`src/rtl/decoder_pkg.sv`:
```
// -----------------------------------------------------------------------------
// decoder_pkg
// Shared types and helpers for the registered one-hot decoder.
//   mode_e  : command mode sampled when a request is accepted
//   state_e : controller states of onehot_decoder_seq
//   onehot  : binary code -> one-hot vector (all zeros when code >= width)
// -----------------------------------------------------------------------------
package decoder_pkg;

    typedef enum logic [1:0] {
        MODE_DIRECT = 2'b00,
        MODE_PULSE  = 2'b01,
        MODE_SCAN   = 2'b10,
        MODE_RSVD   = 2'b11
    } mode_e;

    typedef enum logic [1:0] {
        ST_IDLE  = 2'd0,
        ST_HOLD  = 2'd1,
        ST_PULSE = 2'd2,
        ST_SCAN  = 2'd3
    } state_e;

    // Widest one-hot vector the helper can produce; callers truncate.
    localparam int unsigned ONEHOT_MAX_W = 256;

    // An out-of-range code yields zero, which is exactly the output the
    // decoder must show for an illegal code.
    function automatic logic [ONEHOT_MAX_W-1:0] onehot(input int unsigned code,
                                                       input int unsigned width);
        logic [ONEHOT_MAX_W-1:0] v;
        v = '0;
        if (code < width && code < ONEHOT_MAX_W) begin
            v = ONEHOT_MAX_W'(1) << code;
        end
        return v;
    endfunction

endpackage

```
`src/rtl/dec_dwell_timer.sv`:
```
// -----------------------------------------------------------------------------
// dec_dwell_timer
// Load / count-down timer that flags the last cycle of a DWELL-cycle window.
//   clk    in  clock
//   rst    in  synchronous active-high reset
//   clear  in  abort: counter to zero, no expire
//   load   in  start a new window of DWELL cycles (next cycle is cycle 1)
//   expire out high during the final cycle of the window
// -----------------------------------------------------------------------------
module dec_dwell_timer #(
    parameter int DWELL = 4
) (
    input  logic clk,
    input  logic rst,
    input  logic clear,
    input  logic load,
    output logic expire
);

    localparam int CNT_W = $clog2(DWELL + 1);

    logic [CNT_W-1:0] cnt_q, cnt_d;

    always_comb begin
        cnt_d = cnt_q;
        if (clear) begin
            cnt_d = '0;
        end else if (load) begin
            cnt_d = CNT_W'(DWELL);
        end else if (cnt_q != '0) begin
            cnt_d = cnt_q - CNT_W'(1);
        end
    end

    always_ff @(posedge clk) begin
        if (rst) begin
            cnt_q <= '0;
        end else begin
            cnt_q <= cnt_d;
        end
    end

    // Counter holds DWELL in the first window cycle, so 1 marks the last one.
    assign expire = (cnt_q == CNT_W'(1));

endmodule

```
`src/rtl/onehot_decoder_seq.sv`:
```
// -----------------------------------------------------------------------------
// onehot_decoder_seq
// Registered binary-to-one-hot decoder with valid/ready input and three
// output modes: DIRECT (hold), PULSE (DWELL cycles) and SCAN (walk of all
// OUT_W bits, DWELL cycles each).
//   clk       in   clock
//   rst       in   synchronous active-high reset
//   en        in   global enable; low forces IDLE and zero output
//   mode      in   00 DIRECT, 01 PULSE, 10 SCAN, 11 reserved (acts as DIRECT)
//   in_valid  in   request present
//   in_ready  out  request can be accepted (IDLE or HOLD, en high)
//   datain    in   binary code (ignored for SCAN)
//   dataout   out  registered one-hot value or zero
//   out_valid out  dataout carries a decoded value
//   busy      out  PULSE or SCAN in progress
//   done      out  one-cycle pulse after a PULSE/SCAN completes normally
//   err       out  sticky out-of-range flag, only with DECODER_RANGE_CHK_EN
// Optional feature macro: DECODER_RANGE_CHK_EN
// -----------------------------------------------------------------------------
module onehot_decoder_seq
    import decoder_pkg::*;
#(
    parameter int IN_W  = 3,
    parameter int OUT_W = 8,
    parameter int DWELL = 4
) (
    input  logic             clk,
    input  logic             rst,
    input  logic             en,
    input  logic [1:0]       mode,
    input  logic             in_valid,
    output logic             in_ready,
    input  logic [IN_W-1:0]  datain,
    output logic [OUT_W-1:0] dataout,
    output logic             out_valid,
    output logic             busy,
    output logic             done
`ifdef DECODER_RANGE_CHK_EN
    ,
    output logic             err
`endif
);

    localparam int IDX_W = (OUT_W > 1) ? $clog2(OUT_W) : 1;

    state_e            state_q, state_d;
    logic [OUT_W-1:0]  dataout_q, dataout_d;
    logic [IDX_W-1:0]  idx_q, idx_d;
    logic              done_q, done_d;
    logic              timer_load;
    logic              timer_expire;
    logic              accept;

    dec_dwell_timer #(.DWELL(DWELL)) u_timer (
        .clk    (clk),
        .rst    (rst),
        .clear  (!en),
        .load   (timer_load),
        .expire (timer_expire)
    );

    assign in_ready = en && (state_q == ST_IDLE || state_q == ST_HOLD);
    assign accept   = in_valid && in_ready;

    // NOTE: every signal driven here gets a default first so no path can
    // leave it unassigned and infer a latch.
    always_comb begin
        state_d    = state_q;
        dataout_d  = dataout_q;
        idx_d      = idx_q;
        done_d     = 1'b0;
        timer_load = 1'b0;

        if (!en) begin
            // Abort anything in flight; no done pulse.
            state_d   = ST_IDLE;
            dataout_d = '0;
            idx_d     = '0;
        end else if (accept) begin
            case (mode_e'(mode))
                MODE_SCAN: begin
                    state_d    = ST_SCAN;
                    idx_d      = '0;
                    dataout_d  = OUT_W'(onehot(32'd0, OUT_W));
                    timer_load = 1'b1;
                end
                MODE_PULSE: begin
                    state_d    = ST_PULSE;
                    dataout_d  = OUT_W'(onehot(32'(datain), OUT_W));
                    timer_load = 1'b1;
                end
                default: begin
                    // DIRECT and the reserved encoding both hold the value.
                    state_d   = ST_HOLD;
                    dataout_d = OUT_W'(onehot(32'(datain), OUT_W));
                end
            endcase
        end else begin
            case (state_q)
                ST_PULSE: begin
                    if (timer_expire) begin
                        state_d   = ST_IDLE;
                        dataout_d = '0;
                        done_d    = 1'b1;
                    end
                end
                ST_SCAN: begin
                    if (timer_expire) begin
                        if (idx_q == IDX_W'(OUT_W - 1)) begin
                            state_d   = ST_IDLE;
                            dataout_d = '0;
                            done_d    = 1'b1;
                        end else begin
                            idx_d      = idx_q + IDX_W'(1);
                            dataout_d  = OUT_W'(onehot(32'(idx_q) + 32'd1, OUT_W));
                            timer_load = 1'b1;
                        end
                    end
                end
                default: ;
            endcase
        end
    end

    // NOTE: state registers use non-blocking assignments so every flop
    // samples the pre-edge values, independent of statement order.
    always_ff @(posedge clk) begin
        if (rst) begin
            state_q   <= ST_IDLE;
            dataout_q <= '0;
            idx_q     <= '0;
            done_q    <= 1'b0;
        end else begin
            state_q   <= state_d;
            dataout_q <= dataout_d;
            idx_q     <= idx_d;
            done_q    <= done_d;
        end
    end

    assign dataout   = dataout_q;
    // An out-of-range code decodes to zero, so a non-zero output is valid.
    assign out_valid = |dataout_q;
    assign busy      = (state_q == ST_PULSE) || (state_q == ST_SCAN);
    assign done      = done_q;

`ifdef DECODER_RANGE_CHK_EN
    logic code_oor;
    logic err_q;

    // With a full code space every code is legal.
    if (OUT_W == (1 << IN_W)) begin : g_full_range
        assign code_oor = 1'b0;
    end else begin : g_part_range
        assign code_oor = (32'(datain) >= 32'(OUT_W));
    end

    always_ff @(posedge clk) begin
        if (rst) begin
            err_q <= 1'b0;
        end else if (en && accept && code_oor && mode_e'(mode) != MODE_SCAN) begin
            err_q <= 1'b1;
        end
    end

    assign err = err_q;
`endif

endmodule

```
`config.mk`:
```
export PLATFORM = sky130hd
export DESIGN_NAME = onehot_decoder_seq
export DESIGN_NICKNAME = d
export VERILOG_FILES = /design/src/rtl/decoder_pkg.sv /design/src/rtl/dec_dwell_timer.sv /design/src/rtl/onehot_decoder_seq.sv
export SDC_FILE = /design/constraint.sdc
export NUM_CORES = 1
export LEC_CHECK = 0
export CAP_MARGIN = 20
export CORE_MARGIN = 2
export CORE_UTILIZATION = 55
export CTS_BUF_LIST = sky130_fd_sc_hd__clkbuf_4 sky130_fd_sc_hd__clkbuf_8
export CTS_CLUSTER_SIZE = 30
export DETAILED_ROUTE_END_ITERATION = 10
export PLACE_DENSITY = 0.84
export SYNTH_ARGS = -nofsm -noshare
export SYNTH_HDL_FRONTEND = slang
export SYNTH_SLANG_ARGS = --single-unit
```
`constraint.sdc`:
```
create_clock -name clk -period 3.7 [get_ports clk]
set_input_delay 0.37 -clock clk [delete_from_list [all_inputs] [get_ports clk]]
set_output_delay 0.37 -clock clk [all_outputs]
set_load 0.01 [all_outputs]
```
==> flow_summary.yaml <==
power:
  irDropWorstVdd_mv: 0.273
  totalPowerFinal_mw: 0.346
  leakagePower_nw: 0.522
  p_per_area_nw_per_um2: 255
floorplanning:
  initial_utilization: 0.582
  core_region_area_um2: 1960
  die_width_um: 49.6
  num_rows: 16
  design.die.area_um2: 2460
  die_h_um: 49.6
  ios: 21
clock_tree:
  cts_resized: 0
  clockBufferDepth: 2
  hold_buffers: 0
  post_cts_buffers: 0
  root_buffer: "clkbuf_4"
  cts.sinks: 17
  clk_latency_ps: 300
  cts_buffers: 3
  clkTransAtPathRegs_ps: 110
  cts_tree: "yes"
  cts_max_level: 1
sta:
  timing.fmax_mhz: 496
  setup_ws_ps: 1690
  worst_pin_slew_ps: 791
  finalCritPeriodShare: 0.544
  slew_viol_final: 0
  final_hold_viol_count: 0
  fin_crit_ps: 2010
  rsz0062_at_grt: "false"
  relSlewSlack: 0.472
  holdWs_ps: 513
  finClkSkew_ps: 1.48
  tns_ps: 0
  setup_viol_count_final: 0
placement:
  io_buffers: 20
  place_ws_ps: 1490
  dp_cells: 171
  gp_congestion: 0.970
  place_hpwl_um: 2070
  placed_area_um2: 1330
drt:
  wire_per_inst_um: 14.9
  via_per_inst: 6.19
  drcViolationCount: 0
  wirelength_um: 2610
  firstDrtPassIters: 4
  vias: 1083
  drt_iter0_drc: 42
  postRouteAntennaNets: 0
global_route:
  grt_pass1_wl_um: 4430
  antenna_found_initial: 0
  gr-total-overflow: 0
  track_usage: 0.231
  grt_pass1_vias: 1053
  grt_start_max_net_pins: 14
logic_synthesis:
  ys_warn_count: 0
  synth_edf_count: 0
  synth-async-reset-ratio: 0
  synth.distinct_cells: 37
  ys_seq_elements: 17
  synth-main-ff-cell: "dfxtp_1"
  synth_nets: 154
  synth.avg_cell_area_um2: 8.64
  netlist_instances: 132
  syn-cell-area_um2: 1140
  yosysSeqAreaShare: 0.298
finish:
  fin_nets: 171
  layout-drive-gt1-share: 0.0473
  fillCellCount: 182
  final_area_um2: 1360
  finalNonFillerCells: 175
  antennaDiodeCount: 0
  area.growth.synth_to_final_pct: 19.0
  final_core_util: 0.692
worst_setup_path:
  worstPathRequired_ps: 3330
  crit_fanout: 7
  worstSetupPathType: "input pin to primary output"
  critPathLaunchType: "input pin"
  critPathArrivalTime_ps: 1640
  end_kind: "primary output"
hold_path:
  hold_path_class: "flop to flop"
flow_run:
  max-cap-violations: 0
run_status:
  run_status: "completed"
[layout make-up]
cell class              instances  area (µm²)  area share
repair buffers                 20         200       0.147
flip-flops and latches         17         340       0.251
well taps                      27        33.8      0.0249
inverters                      10        37.5      0.0276
multi-input cells              97         718       0.529
clock buffers                   3        22.5      0.0166
clock inverters                 1        5.00     0.00369
[registers in the layout, indices dropped and copies added, names as in the netlist]
name	count
state_q	2
u_timer.cnt_q	3
dataout	8
idx_q	3
done	1
[path summary, 6_finish.rpt]
path                                  startpoint          endpoint  slack, ps  depth (start not counted)
worst min-delay path            u_timer.cnt_q[1]  u_timer.cnt_q[1]        510                          2
worst max-delay path                          en          in_ready       1690                          3
worst min register to register  u_timer.cnt_q[1]  u_timer.cnt_q[1]        510                          2
worst max register to register          idx_q[0]          idx_q[2]       1860                          5
[synth_stat cells (2+ instances only)]
cell       number  area, µm²
nor3_1          3       15.0
a31oi_1         2       12.5
nor2_1          4       15.0
nand4_1        13       81.3
dfxtp_1        17        340
nor4_1          2       12.5
xor2_1          2       17.5
buf_2           3       15.0
and3b_1         5       43.8
nor2b_1         5       31.3
nand2_1         8       30.0
o2111ai_1       2       17.5
a21oi_1         2       10.0
ha_1           13        163
o21ai_0         2       10.0
nand2b_1        5       31.3
nand3_1         8       40.0
o211ai_1        5       37.5
inv_1          10       37.5
nand3b_1        2       15.0
clkbuf_1        3       11.3
[per-layer routing]
layer	global-route usage	vias up	share of wire
li1	-	517	-
met1	0.248	501	0.37
met2	0.424	55	0.51
met3	0.0545	10	0.090
met4	0.102	0	0.028
met5	0	-	0
[worst max-delay path: stages]
cell and delay, ps:
clkdlybuf4s50_1 570, nor2b_1 160, clkdlybuf4s50_1 540
[cells in the final DEF, fill, tap and decap left out, types with 2 or more instances in the layout]
master / Yosys / layout
ha_1: 13 / 13
a31oi_1: 2 / 2
dfxtp_1: 17 / 17
o2111ai_1: 2 / 2
clkdlybuf4s50_1: 0 / 20
and3b_1: 5 / 5
nand2_1: 8 / 8
nand2b_1: 5 / 5
inv_1: 10 / 10
nand4_1: 13 / 13
nor3_1: 3 / 3
nor4_1: 2 / 2
clkbuf_4: 0 / 3
o211ai_1: 5 / 5
nor2b_1: 5 / 5
a21oi_1: 2 / 2
nor2_1: 4 / 4
o21ai_0: 2 / 2
xor2_1: 2 / 2
nand3b_1: 2 / 2
nand3_1: 8 / 8
[logic make-up after synthesis]
group                    share of synthesized area
AND/OR/NAND/NOR                              0.307
AO/OA/AOI/OAI                                0.148
buffers and inverters                       0.0724
flip-flops                                   0.298
adder cells (fa/ha/maj)                      0.143
XOR/XNOR                                    0.0230
multiplexers                               0.00877
[power breakdown]
group          leakage, nW  internal (mW)  switching [mW]
logic                0.367         0.0246          0.0273
clock network       0.0177         0.0403          0.0654
registers            0.137          0.186         0.00297
No activity file was read; power rests on OpenSTA's default activity.
==> edit, RTL diff (same settings) <==
Set the parameter `OUT_W` to 16 (it was 8).
--- a/src/rtl/onehot_decoder_seq.sv
+++ b/src/rtl/onehot_decoder_seq.sv
@@ -23,3 +23,3 @@
     parameter int IN_W  = 3,
-    parameter int OUT_W = 8,
+    parameter int OUT_W = 16,
     parameter int DWELL = 4
Interface: changed (resized dataout); port bits go from 21 to 29. No check against the original RTL was run, so the function may have changed too.
==> edit against the original RTL <==
Routed wire length grew 19%. Largest power group unchanged. Via count grew 16%. Design area is 25% higher. Hold slack lost 27 ps. Synthesized cell count grew 22%. Count of clock-buffer cells in the layout increased by 1. Final cell count rose by 23%. Area after synthesis up 22%. Clock power up 37%. Sequential cell count increased by 9. First-iteration DRC count down 26%. Total power rose by 42%. Worst setup slack worse by 71 ps. Die area up 20%.
==> edit: results (changes against the original RTL) <==
STA
  • Slew HR: 0.4794 (+0.007798)
  • Fin. Hold Viols: 0 (unchanged)
  • Fin Clk Skew: 10.23 ps (+8.745 ps)

Clocking
  • Root buf cell: clkbuf_4
  • H-tree depth: 1 (unchanged)
  • Clock transition at path regs: 150 ps (+40 ps)
  • Clk buf depth: 2 (unchanged)
  • Number of CTS-inserted buffers: 3 (unchanged)
  • Clk Latency, worst-skew pair: 320 ps (+20 ps)
  • TritonCTS clock tree: yes

Layout
  • Finished Cell Area: 0.001699 sq mm (+25%)
  • Number of flip-flops in the largest register: 16 (+8)
  • Nets@finish: 207 (+21%)
  • Fill cell count: 202 (+11%)
  • Share of layout cells above drive strength 1: 0.03763 (-0.009663)

Yosys
  • Post-synth cell types: 39 (+5.4%)
  • Synth Area in Compound Gates: 0.1892 (+0.04116)
  • Post-synthesis adder-cell area fraction: 0.09910 (-0.04344)
  • FFs w/ async S/R, synth: 0 (unchanged)
  • Synth Flop Type: dfxtp_1
  • Top cells by count, synth: dfxtp_1 (26), a21oi_1 (16), nand3_1 (15)
  • Synth area leaders: dfxtp_1 (37%), ha_1 (9.9%), a21oi_1 (5.8%)
  • Net count after synthesis: 181 (+18%)
  • Mux contribution to synthesized area: 0.007207 (-0.001565)
  • Gate count of the mapped netlist: 161 (+22%)
  • Sequential area share after synthesis: 0.3748 (+0.07653)
  • Xor and xnor area share after synthesis: 0.01261 (-0.01041)
  • Yosys warning count: 0 (unchanged)

Drt
  • First-pass DRT Iterations: 4 (unchanged)
  • Vias: 1253 (+16%)
  • Vias per cell: 5.801 (-6.3%)
  • Final WL: 3099 microns (+19%)
  • Initial DRC count: 31 (-26%)

Global route
  • Initial antenna violation count: 0 (unchanged)
  • First-pass GRT wire length: 4560 microns (+3.0%)
  • Global-route usage over all layers: 0.2133 (-0.01787)
  • Largest net degree at the start of global routing: 19 (+5)
  • Vias in the first global route: 1049 (-0.38%)

Power and ir drop
  • Seq pwr share: 0.583 (+0.038)
  • LEAKAGE: 0.0006585 uW (+26%)
  • Max VDD drop: 0.0002078 V (-24%)
  • P_sw: 119.8 uW (+25%)

Worst hold path
  • Hold crit path type: reg2reg

Worst setup path
  • Critical path arrival: 1720 ps (+80 ps)
  • CP Max Fanout: 3 (-4)
  • CP peak stage delay: 500 ps (-70 ps)
  • Critical path's slowest cell: clkdlybuf4s50_1
  • CP delay by family, top: simple AND/OR/NAND/NOR gates

Placement
  • HPWL after DPL: 2373 microns (+15%)
  • Placer Congestion: 0.8880 (-8.4%)
  • PortBufs: 28 (+40%)
  • Dpl ws: 1550 ps (+62.75 ps)

Outcome
  • Status: completed
edit: path summary, 6_finish.rpt:
kind / from / endpoint / slack, ps / cells past startpoint
min: dataout[15] / dataout[15] / 490 / 2
max reg2reg: u_timer.cnt_q[1] / dataout[2] / 1840 / 6
max: dataout[2] / out_valid / 1610 / 3
min reg2reg: dataout[15] / dataout[15] / 490 / 2
edit: layer usage:
metal  share of wire  track usage
met2            0.48       0.3554
met3           0.048      0.03825
met5               0            0
met4          0.0097      0.06250
met1            0.47       0.2811
edit: power by group through the flow:
stage | logic, uW | clock network [uW] | registers, uW
3_5_place_dp | 59.7 | 0 | 293
2_1_floorplan | 36.2 | 0 | 293
6_report | 60.4 | 145 | 287
3_3_place_gp | 58.0 | 0 | 293
5_1_grt | 66.1 | 157 | 288
4_1_cts | 60.0 | 147 | 287
edit: layout make-up:
class	instances	area share
inverters	11	0.02430
multi-input cells	117	0.4610
flip-flops and latches	26	0.3063
clock buffers	4	0.02135
repair buffers	28	0.1649
well taps	30	0.02209
